<file path="src/rtl/mem_access_stage_pkg.sv">
// Shared types for the memory-access stage: result sources, access widths,
// FSM encoding and the MEM/WB record.
package mem_access_stage_pkg;

    localparam int unsigned XLEN_P       = 32;
    localparam int unsigned REG_ADDR_W_P = 5;

    typedef enum logic [1:0] {
        RESULT_SRC__ALU = 2'b00,
        RESULT_SRC__MEM = 2'b01,
        RESULT_SRC__PC4 = 2'b10
    } result_src_t;

    localparam logic [2:0] MEM_W__B  = 3'b000;
    localparam logic [2:0] MEM_W__H  = 3'b001;
    localparam logic [2:0] MEM_W__W  = 3'b010;
    localparam logic [2:0] MEM_W__BU = 3'b100;
    localparam logic [2:0] MEM_W__HU = 3'b101;

    typedef enum logic [1:0] {
        IDLE,
        REQ,
        RESP
    } mem_fsm_t;

    typedef struct packed {
        logic                    valid;
        logic                    reg_write;
        logic [1:0]              result_src;
        logic [REG_ADDR_W_P-1:0] rd;
        logic [XLEN_P-1:0]       alu_result;
        logic [XLEN_P-1:0]       read_data;
        logic [XLEN_P-1:0]       pc_cur;
        logic                    misaligned;
    } mem_to_wb_t;

endpackage

</file>
<file path="src/rtl/mem_access_stage_align.sv">
// Combinational byte-lane logic: store strobes/replication, load extraction
// with sign/zero extension, and access-fault detection.
module mem_access_stage_align
    import mem_access_stage_pkg::*;
(
    input  logic [2:0]        funct3,
    input  logic [1:0]        addr,
    input  logic [XLEN_P-1:0] store_data,
    input  logic [XLEN_P-1:0] rdata,
    output logic [3:0]        wstrb,
    output logic [XLEN_P-1:0] wdata,
    output logic [XLEN_P-1:0] load_ext,
    output logic              fault
);

    logic [XLEN_P-1:0] shifted;
    logic [7:0]        byte_sel;
    logic [15:0]       half_sel;

    always_comb begin
        shifted  = rdata >> {addr, 3'b000};
        byte_sel = shifted[7:0];
        half_sel = addr[1] ? rdata[31:16] : rdata[15:0];
    end

    always_comb begin
        wstrb    = '0;
        wdata    = store_data;
        load_ext = '0;
        fault    = 1'b0;
        case (funct3)
            MEM_W__B, MEM_W__BU: begin
                wstrb    = 4'b0001 << addr;
                wdata    = {4{store_data[7:0]}};
                load_ext = (funct3 == MEM_W__B) ? {{24{byte_sel[7]}}, byte_sel}
                                                : {24'h0, byte_sel};
            end
            MEM_W__H, MEM_W__HU: begin
                fault    = addr[0];
                wstrb    = 4'b0011 << {addr[1], 1'b0};
                wdata    = {2{store_data[15:0]}};
                load_ext = (funct3 == MEM_W__H) ? {{16{half_sel[15]}}, half_sel}
                                                : {16'h0, half_sel};
            end
            MEM_W__W: begin
                fault    = (addr != 2'b00);
                wstrb    = 4'b1111;
                load_ext = rdata;
            end
            default: fault = 1'b1;
        endcase
    end

endmodule

</file>
<file path="src/rtl/mem_access_stage.sv">
// MEM pipeline stage: issues valid/ready data-memory requests, stalls upstream
// while an access is outstanding, and registers the MEM/WB record.
module mem_access_stage
    import mem_access_stage_pkg::*;
#(
    parameter int unsigned XLEN       = 32,
    parameter int unsigned REG_ADDR_W = 5
) (
    input  logic                  clk,
    input  logic                  reset,
    input  logic                  ex_valid,
    input  logic [1:0]            ex_result_src,
    input  logic                  ex_mem_write,
    input  logic                  ex_reg_write,
    input  logic [2:0]            ex_funct3,
    input  logic [REG_ADDR_W-1:0] ex_rd,
    input  logic [XLEN-1:0]       ex_alu_result,
    input  logic [XLEN-1:0]       ex_store_data,
    input  logic [XLEN-1:0]       ex_pc_cur,
    output logic                  stall,
    output logic                  dmem_req_valid,
    input  logic                  dmem_req_ready,
    output logic                  dmem_we,
    output logic [XLEN-1:0]       dmem_addr,
    output logic [XLEN-1:0]       dmem_wdata,
    output logic [3:0]            dmem_wstrb,
    input  logic                  dmem_rsp_valid,
    input  logic [XLEN-1:0]       dmem_rdata,
    output logic                  wb_valid,
    output logic                  wb_reg_write,
    output logic [1:0]            wb_result_src,
    output logic [REG_ADDR_W-1:0] wb_rd,
    output logic [XLEN-1:0]       wb_alu_result,
    output logic [XLEN-1:0]       wb_read_data,
    output logic [XLEN-1:0]       wb_pc_cur,
    output logic                  misaligned
);

    mem_fsm_t   state, state_next;
    mem_to_wb_t wb_q, wb_next, cap_q;
    logic              req_q, cap_we;
    logic [2:0]        cap_funct3;
    logic [XLEN-1:0]   cap_addr, cap_wdata;
    logic [3:0]        cap_wstrb;
    logic              mem_op, start, complete;
    logic [2:0]        al_funct3;
    logic [1:0]        al_addr;
    logic [3:0]        al_wstrb;
    logic [XLEN-1:0]   al_wdata, al_load;
    logic              al_fault;

    assign mem_op = ex_valid && (ex_mem_write || ex_result_src == RESULT_SRC__MEM);
    assign start  = (state == IDLE) && mem_op && !al_fault;

    // The aligner is shared: it classifies the incoming op in IDLE and
    // extracts load data from the captured op otherwise.
    assign al_funct3 = (state == IDLE) ? ex_funct3 : cap_funct3;
    assign al_addr   = (state == IDLE) ? ex_alu_result[1:0] : cap_addr[1:0];

    mem_access_stage_align u_align (
        .funct3     (al_funct3),
        .addr       (al_addr),
        .store_data (ex_store_data),
        .rdata      (dmem_rdata),
        .wstrb      (al_wstrb),
        .wdata      (al_wdata),
        .load_ext   (al_load),
        .fault      (al_fault)
    );

    always_comb begin
        state_next = state;
        stall      = 1'b0;
        complete   = 1'b0;
        case (state)
            IDLE: begin
                if (start) begin
                    state_next = REQ;
                    stall      = 1'b1;
                end
            end
            REQ: begin
                stall = !(cap_we && dmem_req_ready);
                if (dmem_req_ready) begin
                    state_next = cap_we ? IDLE : RESP;
                    complete   = cap_we;
                end
            end
            RESP: begin
                stall = !dmem_rsp_valid;
                if (dmem_rsp_valid) begin
                    state_next = IDLE;
                    complete   = 1'b1;
                end
            end
            default: state_next = IDLE;
        endcase
    end

    always_comb begin
        wb_next = '0;
        if (state == IDLE && !start) begin
            wb_next.valid      = ex_valid;
            wb_next.reg_write  = ex_reg_write && !(mem_op && al_fault);
            wb_next.result_src = ex_result_src;
            wb_next.rd         = ex_rd;
            wb_next.alu_result = ex_alu_result;
            wb_next.pc_cur     = ex_pc_cur;
            wb_next.misaligned = mem_op && al_fault;
        end else if (complete) begin
            wb_next           = cap_q;
            wb_next.valid     = 1'b1;
            wb_next.read_data = cap_we ? '0 : al_load;
        end
    end

    always_ff @(posedge clk) begin
        if (!reset) begin
            state      <= IDLE;
            req_q      <= 1'b0;
            wb_q       <= '0;
            cap_q      <= '0;
            cap_we     <= 1'b0;
            cap_funct3 <= '0;
            cap_addr   <= '0;
            cap_wdata  <= '0;
            cap_wstrb  <= '0;
        end else begin
            state <= state_next;
            req_q <= (state_next == REQ);
            wb_q  <= wb_next;
            if (start) begin
                cap_q            <= '0;
                cap_q.reg_write  <= ex_reg_write;
                cap_q.result_src <= ex_result_src;
                cap_q.rd         <= ex_rd;
                cap_q.alu_result <= ex_alu_result;
                cap_q.pc_cur     <= ex_pc_cur;
                cap_we           <= ex_mem_write;
                cap_funct3       <= ex_funct3;
                cap_addr         <= ex_alu_result;
                cap_wdata        <= al_wdata;
                cap_wstrb        <= ex_mem_write ? al_wstrb : 4'b0000;
            end
        end
    end

    assign dmem_req_valid = req_q;
    assign dmem_we        = cap_we;
    assign dmem_addr      = {cap_addr[XLEN-1:2], 2'b00};
    assign dmem_wdata     = cap_wdata;
    assign dmem_wstrb     = cap_wstrb;

    assign wb_valid      = wb_q.valid;
    assign wb_reg_write  = wb_q.reg_write;
    assign wb_result_src = wb_q.result_src;
    assign wb_rd         = wb_q.rd;
    assign wb_alu_result = wb_q.alu_result;
    assign wb_read_data  = wb_q.read_data;
    assign wb_pc_cur     = wb_q.pc_cur;
    assign misaligned    = wb_q.misaligned;

endmodule

</file>
<file path="config.mk">
export PLATFORM = sky130hd
export DESIGN_NAME = mem_access_stage
export DESIGN_NICKNAME = d
export VERILOG_FILES = /design/src/rtl/mem_access_stage_pkg.sv /design/src/rtl/mem_access_stage_align.sv /design/src/rtl/mem_access_stage.sv
export SDC_FILE = /design/constraint.sdc
export NUM_CORES = 1
export LEC_CHECK = 0
export BUFFER_PORTS_ARGS = -buffer_cell sky130_fd_sc_hd__buf_4
export CAP_MARGIN = 30
export CORE_MARGIN = 4
export CORE_UTILIZATION = 53
export DETAILED_ROUTE_END_ITERATION = 8
export GPL_ROUTABILITY_DRIVEN = 0
export MAX_ROUTING_LAYER = met4
export PLACE_DENSITY = 0.83
export SYNTH_ARGS = -nofsm -noshare
export SYNTH_HDL_FRONTEND = slang
export SYNTH_SLANG_ARGS = --single-unit
</file>
<file path="constraint.sdc">
create_clock -name clk -period 5.7 [get_ports clk]
set_input_delay 0.57 -clock clk [delete_from_list [all_inputs] [get_ports clk]]
set_output_delay 0.57 -clock clk [all_outputs]
set_load 0.1 [all_outputs]
</file>
After elaboration in Yosys (flattened, before gate mapping)
Cells that the tools add are included.
Cells by class
  shift operators: 3
  muxes and demuxes: 24
  equal/unequal tests: 8
  reduce and logical (&&, ||, !) cells: 19
  bitwise logic cells: 2
Operator list (count)
  106-bit 2-to-1 mux: 1
  32-bit 2-to-1 mux: 3
  32-bit one-hot mux with 3 select lines: 1
  32-bit one-hot mux with 2 select lines: 1
  41-bit 2-to-1 mux: 1
  33-bit 2-to-1 mux: 1
  32-bit by 5-bit right shift with 8-bit output: 1
  16-bit 2-to-1 mux: 1
  4-bit one-hot mux with 3 select lines: 1
  2-bit 2-to-1 mux: 5
  1-bit logical AND: 7
  2-bit by 1-bit equality test with 1-bit output, second input constant: 3
  3-bit equality test, second input constant: 2
  1-bit one-hot mux with 3 select lines: 2
  2-bit one-hot mux with 3 select lines: 1
  1-bit logical NOT: 5
  4-bit 2-to-1 mux: 1
  2-bit OR reduction: 2
  4-bit OR reduction: 1
  1-bit by 2-bit << shifter with 4-bit output, first input constant: 1
  2-bit by 2-bit << shifter with 4-bit output, first input constant: 1
  3-bit by 1-bit equality test with 1-bit output, second input constant: 1
  3-bit by 2-bit equality test with 1-bit output, second input constant: 1
  3-bit logical NOT: 1
  8 further kinds: 11
Word-level totals
  output and inout port bits: 177
  input port bits: 145
  logic and storage cells: 75
  register bits: 221

Depth between registers and ports, before layout
Gate-level depths: netlist (run 1).
  depth in word-level cells: 10
  gate-level depth with buffers: 11
  gate-level depth less buffers: 7

Hierarchy
Synthesis (run 1) repeated with hierarchy kept, for this count alone.
Unflattened totals
  cell total of the unflattened synthesis: 1124
  area, all modules: 9564.2 um^2
By module, submodules not included
  mem_access_stage: cells each 958, area an instance 8191.6 um^2, seq. area each 4424.2 um^2, times used 1
  mem_access_stage_align: cells each 166, area an instance 1372.6 um^2, seq. area each 0.0 um^2, times used 1

Least setup slack after synthesis (run 1)
No wires, ideal clock.
  path kind: reg-to-output
  start point: register state[0]
  end point: output port stall
  arrival time: 3.291 ns
  slack: 1.839 ns
  stages on the path, launching flop included: 10
  required time: 5.130 ns
  buffers on the path: 2
  cells stage by stage: dfxtp_1 -> inv_1 -> ha_1 -> buf_2 -> mux2i_2 -> a211oi_4 -> a21oi_2 -> buf_2 -> nand2_1 -> a21oi_1
On the way
  cells in the longest elaborated chain, start to end: 9
  elaborated cells between the ends (all ways): 19
  those cells by class: eq/ne: 6; mux: 5; reduce/logical: 8
Ends and longest elaborated chain
  start, declared: RTL line mem_access_stage.sv:39  | mem_fsm_t state, state_next;
  start signal, assigned: RTL line mem_access_stage.sv:129  | state <= state_next;
  2-bit logical NOT
  3-bit 2-to-1 mux: RTL line mem_access_stage.sv:57  | assign al_funct3 = (state == IDLE) ? ex_funct3 : cap_funct3;
  3-bit equality test (tied with other cells): RTL line mem_access_stage_align.sv:31  | case (funct3)
  2-bit OR reduction: RTL line mem_access_stage_align.sv:31
  1-bit one-hot mux with 3 select lines: RTL line mem_access_stage_align.sv:31
  1-bit logical NOT: RTL line mem_access_stage.sv:53  | assign start = (state == IDLE) && mem_op && !al_fault;
  1-bit logical AND: RTL line mem_access_stage.sv:53
  1-bit 2-to-1 mux: RTL line mem_access_stage.sv:77  | if (start) begin
  1-bit one-hot mux with 3 select lines (*): RTL line mem_access_stage.sv:75  | case (state)
  end, declared: RTL line mem_access_stage.sv:20  | output logic stall,
Mark *: on every way between the ends. The rest lies on a longest branch, timed or not.

Worst setup path after layout (run 1)
  start point: register state[1]
  end point: output port stall
Same word-level chain as after synthesis.

==> reports/qor.yml, run 1 <==
critical_path:
  required_ns: 5.13
  r2r_slack_ns: 1.45
  critPathArrivalTime_ns: 3.81
  timing.rr.end: "wb_pc_cur[14]"
  reg2reg_from: "state[1]"
  critPathKind: "register to primary output"
  path_max_fanout: 28
  cp-start-kind: "register"
  end_kind: "primary output"
  reg2regPathDepth: 8
floorplan:
  die_w_um: 141.3
  initial_core_util: 0.5429
  die_y_um: 141.3
  core_area_um2: 17360
  rows: 48
  io_pins: 322
  dieArea_um2: 19980
timing:
  slew_headroom: 0.3516
  max_freq_ghz: 0.2281
  finalSetupViolCount: 0
  tightest_slew_ns: 0.9726
  whs_ns: 0.2928
  finalCritPeriodShare: 0.7690
  hold_violations: 0
  setup_tns_ns: 0
  min_period_ns: 4.383
  rsz0062_at_grt: "no"
  maxSlewViolCount: 0
  fin_skew_ns: 0.004982
finish:
  final_nets: 1514
  diodes: 0
  finalNonFillerCells: 1606
  drive_above_1_share: 0.2998
  area_growth_pct: 31.51
synthesis:
  synth_compound_area_frac: 0.2346
  synthesis.area_um2: 9423
  synth.largest_area_cell: "dfxtp_1"
  syn_inst: 1138
  synth_edf_count: 0
  synthMuxAreaShare: 0.01169
  synth_top_area_frac: 0.4695
  syn_avg_cell_area_um2: 8.280
  synthAdderAreaFrac: 0.006639
  synth_warnings: 0
  synth_xor_area_frac: 0
  yosys.cell_types.count: 54
  yosys.cell_count.top_type: "nand2_1"
  yosysSeqAreaShare: 0.4695
  synth_top_family_by_area: "compound AO/OA/AOI/OAI gates"
  ys_top_cells_by_count: "nand2_1 (261), dfxtp_1 (221), o21ai_0 (151), nand3_1 (95), o211ai_1 (67)"
  async_reset_ff_frac: 0
  synth-simple-area-share: 0.1968
  yosys_register_bits: 221
  synth_flop_cell: "dfxtp_1"
  synth_area_leaders: "dfxtp_1 (47%), nand2_1 (10%), o21ai_0 (8.0%)"
detailed_routing:
  vias: 9126
  ant_nets: 0
  routed_via_density: 5.682
  met2WireLength_mm: 13.33
  routed.top_layer: "met4"
  wirelength_mm: 28.12
  wl_met1_mm: 10.99
  drcViolationCount: 0
  avgRoutedWirePerCell_um: 17.51
  dr.pass1.iters: 5
  route.met3.wl_mm: 3.013
  drt_iter0_drc: 635
pwr:
  p_leak_nw: 5.355
  powerDensity_nw_per_um2: 403.3
  peakVddDrop_mv: 0.2979
placed_design:
  io_buffers: 319
  place_hpwl_mm: 18.84
  placedCellCount: 1563
run:
  drv_cap: 0
clock_network:
  cts_tree: "built"
  htreeDepth: 1
  cts-hold-fix-buffers: 0
  cts_buffers: 24
  cts.sinks: 221
  cts.path.max_buffers: 3
  cts_setup_buffers: 0
  clkLatencyLatePin_ns: 0.50
  clockRootBuffer: "clkbuf_16"
  clkTransAtPathRegs_ns: 0.06
  cts_resized: 0
min_path:
  holdPathEnd: "cap_q[30]"
  whs_path_depth: 3
  hold_start: "ex_pc_cur[29]"
  hold_class: "input pin to register"
global_route:
  grt_antenna_before_repair: 0
  grt_pass1_vias: 8460
  grt_usage: 0.2717
  gr-total-overflow: 0
  grt_max_degree: 160
  grt_pass1_wl_mm: 43.77
outcome:
  status: "finished clean"
## critical path, stage by stage (launching register included)
cell,delay (ns)
dfxtp_1,0.34
inv_1,0.13
ha_1,0.72
mux2i_4,0.87
a211oi_4,0.19
a21oi_4,0.19
nand2_1,0.27
a21oi_1,0.28
buf_4,0.32
## through the flow
step | setup WS [ns] | instance area, um^2 | power, mW | util
finish | 1.317 | 12390 | 4.998 | 0.7140
global route | 0.9947 | 12390 | 5.190 | 0.7140
CTS | 1.296 | 12390 | 5.019 | 0.7140
detailed placement | 1.499 | 11550 | 3.400 | 0.6657
global placement | 1.618 | 11500 | 3.381 | 0.6624
floorplan | 1.839 | 9427 | 3.042 | -
## power by group
group	switching [mW]	internal (mW)	leakage [nW]
Sequential	0.0710	1.68	1.81
Combinational	1.27	0.355	3.13
Clock	0.613	1.01	0.415
## per-layer routing
layer / track usage / vias up
met5: - / -
met4: 0.07955 / 0
met3: 0.06134 / 52
met2: 0.4362 / 430
met1: 0.3454 / 4234
li1: - / 4410
## cell type report
type                       instances  area (um^2)
sequential                       221         4424
clock buffer                      36        726.9
fill                            1314         4965
clock inverter                     7        110.1
inverter                           9        33.78
timing repair buffer             332         2551
tap                              225        281.5
multi-input combinational        776         4264
## worst max path at each step
| stage | startpoint | slack (ns) | end | depth (start not counted) |
|---|---|---|---|---|
| floorplan | state[0] | 1.84 | stall | 9 |
| global placement | state[0] | 1.62 | wb_alu_result[26] | 8 |
| detailed placement | state[1] | 1.50 | wb_alu_result[28] | 8 |
| CTS | state[0] | 1.30 | stall | 8 |
| global route | state[1] | 0.99 | stall | 8 |
| finish | state[1] | 1.32 | stall | 8 |
## flip-flops by register name, summed over array words and instances (netlist names), 3 cells and up
register / count
wb_rd: 5
cap_funct3: 3
wb_pc_cur: 32
dmem_wdata: 32
cap_addr: 32
wb_alu_result: 32
dmem_wstrb: 4
cap_q: 40
wb_read_data: 32
## cells in the final DEF (no fill, tap or decap), types with 8 or more instances in the layout
master     Yosys  final
a31o_2         8      8
inv_1          8      8
a22oi_1        9      9
o2111ai_1      8      8
nand3_2       10     10
dfxtp_1      221    221
and3_1         8      8
o211a_1       16     16
buf_4         41    326
nand2_1      261    261
clkbuf_16      0     25
o21ai_2       10     10
a21oi_1       46     45
o21ai_0      151    151
nand3_1       95     95
o211ai_1      67     67
## cell families after synthesis
group / count (synthesis)
AOI/OAI and AO/OA: 349
other: 1
muxes: 9
adders and majority gates: 5
and+or+nand+nor: 411
DFF: 221
buffers and inverters: 142
(Power assumes the default switching activity.)
==> run 2, diff against run 1 <==
--- a/config.mk
+++ b/config.mk
@@ -8,11 +8,11 @@
 export BUFFER_PORTS_ARGS = -buffer_cell sky130_fd_sc_hd__buf_4
 export CAP_MARGIN = 30
 export CORE_MARGIN = 4
-export CORE_UTILIZATION = 53
+export CORE_UTILIZATION = 46
 export DETAILED_ROUTE_END_ITERATION = 8
 export GPL_ROUTABILITY_DRIVEN = 0
 export MAX_ROUTING_LAYER = met4
-export PLACE_DENSITY = 0.83
+export PLACE_DENSITY = 0.76
 export SYNTH_ARGS = -nofsm -noshare
 export SYNTH_HDL_FRONTEND = slang
 export SYNTH_SLANG_ARGS = --single-unit
==> constraint.sdc (replaced) <==
create_clock -name clk -period 3.59 [get_ports clk]
set_input_delay 0.359 -clock clk [delete_from_list [all_inputs] [get_ports clk]]
set_output_delay 0.359 -clock clk [all_outputs]
set_load 0.1 [all_outputs]
==> reports/qor.yml, run 2 (synthesized netlist as in run 1, its figures left out) <==
outcome:
  status: "finished clean"
timing:
  tightest_slew_ns: 0.7281  # -0.2446 ns
  setup_slack_ns: 0.3313  # -0.9853 ns
  min_period_ns: 3.259
  finalCritPeriodShare: 0.9077
  hold_violations: 0  # unchanged
  fin_skew_ns: 0.01768  # +0.01270 ns
  maxSlewViolCount: 0  # unchanged
  max_freq_ghz: 0.3069
  slew_headroom: 0.5146  # +0.1630
  finalSetupViolCount: 0  # unchanged
  rsz0062_at_grt: "no"
  setup_tns_ns: 0  # unchanged
  whs_ns: 0.06536  # -0.2275 ns
detailed_routing:
  wirelength_mm: 28.21  # +0.33%
  avgRoutedWirePerCell_um: 16.99  # -2.9%
  vias: 8875  # -2.8%
  ant_nets: 0  # unchanged
  drcViolationCount: 0  # unchanged
  dr.pass1.iters: 5  # unchanged
  drt_iter0_drc: 487  # -23%
  routed_via_density: 5.346  # -5.9%
finish:
  layout_common_cells: "buf_4 (335), nand2_1 (261), dfxtp_1 (221)"
  largest_reg_flops: 40  # unchanged
  final_nets: 1521  # +0.46%
  area_growth_pct: 32.27
  layout_commonest_cell: "buf_4"
  finalNonFillerCells: 1660  # +3.4%
  largest-register: "cap_q"
  drive_above_1_share: 0.3067  # +0.006913
critical_path:
  cp-start-kind: "register"
  reg2reg_from: "state[0]"
  required_ns: 3.23  # -1.90 ns
  end_kind: "primary output"
  critPathArrivalTime_ns: 2.90  # -0.91 ns
  startpoint: "state[0]"
  critPathKind: "register to primary output"
  path_max_fanout: 11  # -61%
clock_network:
  cts.sinks: 221  # unchanged
  clockRootBuffer: "clkbuf_16"
  cts.path.max_buffers: 3  # unchanged
  cts_buffers: 24  # unchanged
  cts_setup_buffers: 0  # unchanged
  clkTransAtPathRegs_ns: 0.06  # about the same
  cts-hold-fix-buffers: 0  # unchanged
  htreeDepth: 1  # unchanged
  clkLatencyLatePin_ns: 0.51  # about the same
  cts_tree: "built"
pwr:
  powerDensity_nw_per_um2: 631.3  # +57%
  peakVddDrop_mv: 0.3941  # +32%
  p_leak_nw: 5.375  # +0.36%
floorplan:
  die_w_um: 151.1  # +6.9%
  rows: 52  # +8.3%
  dieArea_um2: 22840  # +14%
  die_y_um: 151.1  # +6.9%
  initial_core_util: 0.4672  # -0.07571
  io_pins: 322  # unchanged
  core_area_um2: 20170  # +16%
global_route:
  gr-total-overflow: 0  # unchanged
  grt_max_degree: 163  # +1.9%
  grt_pass1_vias: 8160  # -3.5%
  grt_pass1_wl_mm: 42.98  # -1.8%
  grt_usage: 0.2388  # -0.03287
  grt_antenna_before_repair: 1  # +1
placed_design:
  place_hpwl_mm: 19.27  # +2.3%
  pre_cts_slack_ns: 0.6860  # -0.8131 ns
  io_buffers: 319  # unchanged
  placedCellCount: 1615  # +3.3%
run:
  drv_cap: 0  # unchanged
min_path:
  hold_start: "ex_pc_cur[26]"
  hold_class: "input pin to register"
==> run 2: cell types whose count changed in the layout (fill, tap and decap cells not counted), sizes merged <==
| cell | change |
|---|---|
| clkinv | +6 |
| diode | +1 |
| bufinv | -1 |
| clkbuf | -4 |
| buf | +7 |
==> run 2: final timing paths <==
kind / end / slack (ns) / depth (start not counted)
worst max-delay path: stall / 0.33 / 8
worst min-delay path: cap_q[27] / 0.07 / 3
worst max register to register: wb_pc_cur[8] / 0.71 / 9
worst min register to register: dmem_wstrb[2] / 0.45 / 2
==> run 2: layout make-up <==
cell class              instances  area (um^2)
diodes                          1        2.502
repair buffers                339         2589
clock buffers                  32        691.9
well taps                     270        337.8
inverters                       9        33.78
multi-input cells             776         4270
flip-flops and latches        221         4424
clock inverters                12        113.9
fillers                      1809         7706
==> run 2: critical path, cell delays in order (launching register included) <==
cell	delay, ns
dfxtp_1	0.35
inv_1	0.13
ha_2	0.36
nor3b_1	0.32
o22ai_1	0.26
a21oi_4	0.19
nand2_1	0.26
a21oi_2	0.21
buf_4	0.30
==> run 2: what timing repair did <==
item / CTS / global route
setup endpoints to repair: 0 / 1
endpoints found under the hold margin: 0 / 0
resized for setup: 0 / 1
==> run 2: per-stage QoR <==
step | instance area [um^2] | power, mW | utilization
after global placement | 11650 | 5.396 | 0.5777
final | 12460 | 7.868 | 0.6179
after detailed placement | 11650 | 5.426 | 0.5777
after global routing | 12460 | 8.181 | 0.6179
after CTS | 12460 | 7.921 | 0.6177
after floorplan | 9430 | 4.831 | -
==> run 2: metal layers <==
metal,up-vias,part of all wire,global-route usage
met5,-,0,-
met4,0,0.017,0.04986
met3,36,0.094,0.06134
met2,320,0.48,0.3979
met1,4089,0.40,0.2948
li1,4430,-,-
==> run 2: power breakdown <==
group	switching [mW]	internal, mW
Combinational	2.01	0.577
Sequential	0.113	2.67
Clock	1.00	1.50
==> run 3, diff against run 2 <==
--- a/config.mk
+++ b/config.mk
@@ -7,7 +7,7 @@
 export LEC_CHECK = 0
 export BUFFER_PORTS_ARGS = -buffer_cell sky130_fd_sc_hd__buf_4
 export CAP_MARGIN = 30
-export CORE_MARGIN = 4
+export CORE_MARGIN = 2
 export CORE_UTILIZATION = 46
 export DETAILED_ROUTE_END_ITERATION = 8
 export GPL_ROUTABILITY_DRIVEN = 0
==> reports/qor.yml, run 3 (synthesized netlist as in run 1, its figures left out) <==
clock_network:
  clkLatencyLatePin_ns: 0.51  # about the same
  cts-hold-fix-buffers: 0  # unchanged
  cts.sinks: 221  # unchanged
  cts_tree: "built"
  clockRootBuffer: "clkbuf_16"
  htreeDepth: 1  # unchanged
  clkTransAtPathRegs_ns: 0.06  # about the same
  cts_buffers: 24  # unchanged
  cts.path.max_buffers: 3  # unchanged
critical_path:
  cp-start-kind: "register"
  timing.rr.end: "wb_alu_result[26]"
  r2r_slack_ns: 0.69  # -0.02 ns
  startpoint: "state[0]"
  reg2reg_from: "state[0]"
  critPathKind: "register to primary output"
  critPathArrivalTime_ns: 2.88  # -0.02 ns
  path_max_fanout: 19  # +8
  end_kind: "primary output"
  reg2regPathDepth: 7  # -2
  required_ns: 3.23  # about the same
finish:
  diodes: 0  # -1
  layout_common_cells: "buf_4 (329), nand2_1 (261), dfxtp_1 (221)"
  area_growth_pct: 31.63
  layout_commonest_cell: "buf_4"
  multi_input_area_um2: 4270  # unchanged
  finalNonFillerCells: 1652  # -0.48%
  largest_reg_flops: 40  # unchanged
  final_nets: 1517  # -0.26%
  drive_above_1_share: 0.3003  # -0.006406
  n_fill_cell: 1762  # -2.6%
  largest-register: "cap_q"
  seqCellArea_um2: 4424  # unchanged
timing:
  slew_headroom: 0.2162  # -0.2984
  hold_violations: 0  # unchanged
  finalCritPeriodShare: 0.9009  # -0.006797
  max_freq_ghz: 0.3092  # +0.75%
  finalSetupViolCount: 0  # unchanged
  fin_skew_ns: 0.009116  # -0.008563 ns
  setup_tns_ns: 0  # unchanged
  tightest_slew_ns: 1.176  # +0.4476 ns
  min_period_ns: 3.234  # -0.02440 ns
  maxSlewViolCount: 0  # unchanged
  rsz0062_at_grt: "no"
pwr:
  powerDensity_nw_per_um2: 623.1  # -1.3%
  p_leak_nw: 5.323  # -0.96%
  peakVddDrop_mv: 0.3704  # -6.0%
placed_design:
  io_buffers: 319  # unchanged
  place_hpwl_mm: 18.10  # -6.1%
  placedCellCount: 1611  # -0.25%
min_path:
  whs_path_depth: 3  # unchanged
  hold_start: "ex_pc_cur[29]"
  hold_class: "input pin to register"
  holdPathEnd: "cap_q[30]"
detailed_routing:
  avgRoutedWirePerCell_um: 16.67  # -1.9%
  wirelength_mm: 27.53  # -2.4%
  dr.pass1.iters: 5  # unchanged
  drcViolationCount: 0  # unchanged
  vias: 9007  # +1.5%
  drt_iter0_drc: 595  # +22%
  routed_via_density: 5.452  # +2.0%
  ant_nets: 0  # unchanged
floorplan:
  die_w_um: 147.1  # -2.6%
  io_pins: 322  # unchanged
  dieArea_um2: 21650  # -5.2%
  rows: 52  # unchanged
  initial_core_util: 0.4672  # unchanged
  core_area_um2: 20170  # unchanged
  die_y_um: 147.1  # -2.6%
global_route:
  grt_pass1_wl_mm: 43.13  # +0.35%
  grt_pass1_vias: 8435  # +3.4%
  grt_antenna_before_repair: 0  # -1
  gr-total-overflow: 0  # unchanged
  grt_usage: 0.2487  # +0.009828
  grt_max_degree: 278  # +71%
run:
  drv_cap: 0  # unchanged
outcome:
  status: "finished clean"
run 3: changes by cell type in the layout (fill, tap and decap cells not counted):
cell       delta
clkinv_2      -7
buf_4         -6
clkbuf_1      +4
buf_12        +2
bufinv_16     -2
clkbuf_8      +2
diode_2       -1
run 3: what timing repair did:
action | CTS | global route
gates resized for setup | 0 | 1
buffers inserted | 0 | 0
setup endpoints to repair | 0 | 1
run 3: report_power, final:
| part | switching [mW] | internal [mW] | leakage [nW] |
|---|---|---|---|
| sequential | 0.110 | 2.67 | 1.81 |
| combinational | 2.02 | 0.577 | 3.15 |
| clock | 0.963 | 1.39 | 0.371 |
| total | 3.09 | 4.64 | 5.32 |
run 3: per-layer routing:
metal  part of all wire  track usage  routed length, um
met1               0.41       0.3053              11280
met2               0.48       0.4203              13290
met3              0.088      0.05093               2412
met4              0.020      0.06202                548
met5                  0            -                  0
run 3: how the worst max path moves through the flow:
| stage | end | slack [ns] | cells past startpoint |
|---|---|---|---|
| 2_1_floorplan | stall | 0.48 | 9 |
| 3_3_place_gp | wb_alu_result[26] | 0.63 | 7 |
| 3_5_place_dp | wb_alu_result[26] | 0.46 | 7 |
| 4_1_cts | stall | 0.04 | 8 |
| 5_1_grt | stall | 0.14 | 8 |
| 6_report | stall | 0.36 | 8 |
run 3: stage by stage:
stage	instance area, um^2	hold WS (ns)	utilization	power (mW)	setup WS [ns]
final	12400	0.06672	0.6150	7.729	0.3557
after global routing	12400	0.05381	0.6150	8.027	0.1389
after CTS	12400	0.05216	0.6148	7.782	0.03715
after detailed placement	11650	0.4483	0.5775	5.427	0.4623
after global placement	11650	0.4411	0.5775	5.400	0.6317
after floorplan	9430	0.4360	-	4.831	0.4751
run 3: cell type report:
| class | instances | share of cell area |
|---|---|---|
| multi-input combinational | 776 | 0.3443 |
| inverter | 9 | 0.002724 |
| clock buffer | 38 | 0.05922 |
| clock inverter | 3 | 0.001513 |
| timing repair buffer | 335 | 0.2083 |
| tap | 270 | 0.02724 |
| sequential | 221 | 0.3567 |
run 3: critical path: stages (launching register included):
cell,delay [ns]
dfxtp_1,0.34
inv_1,0.11
ha_2,0.48
nor3b_1,0.35
o22ai_1,0.25
a21oi_4,0.23
nand2_1,0.12
a21oi_2,0.17
buf_4,0.30
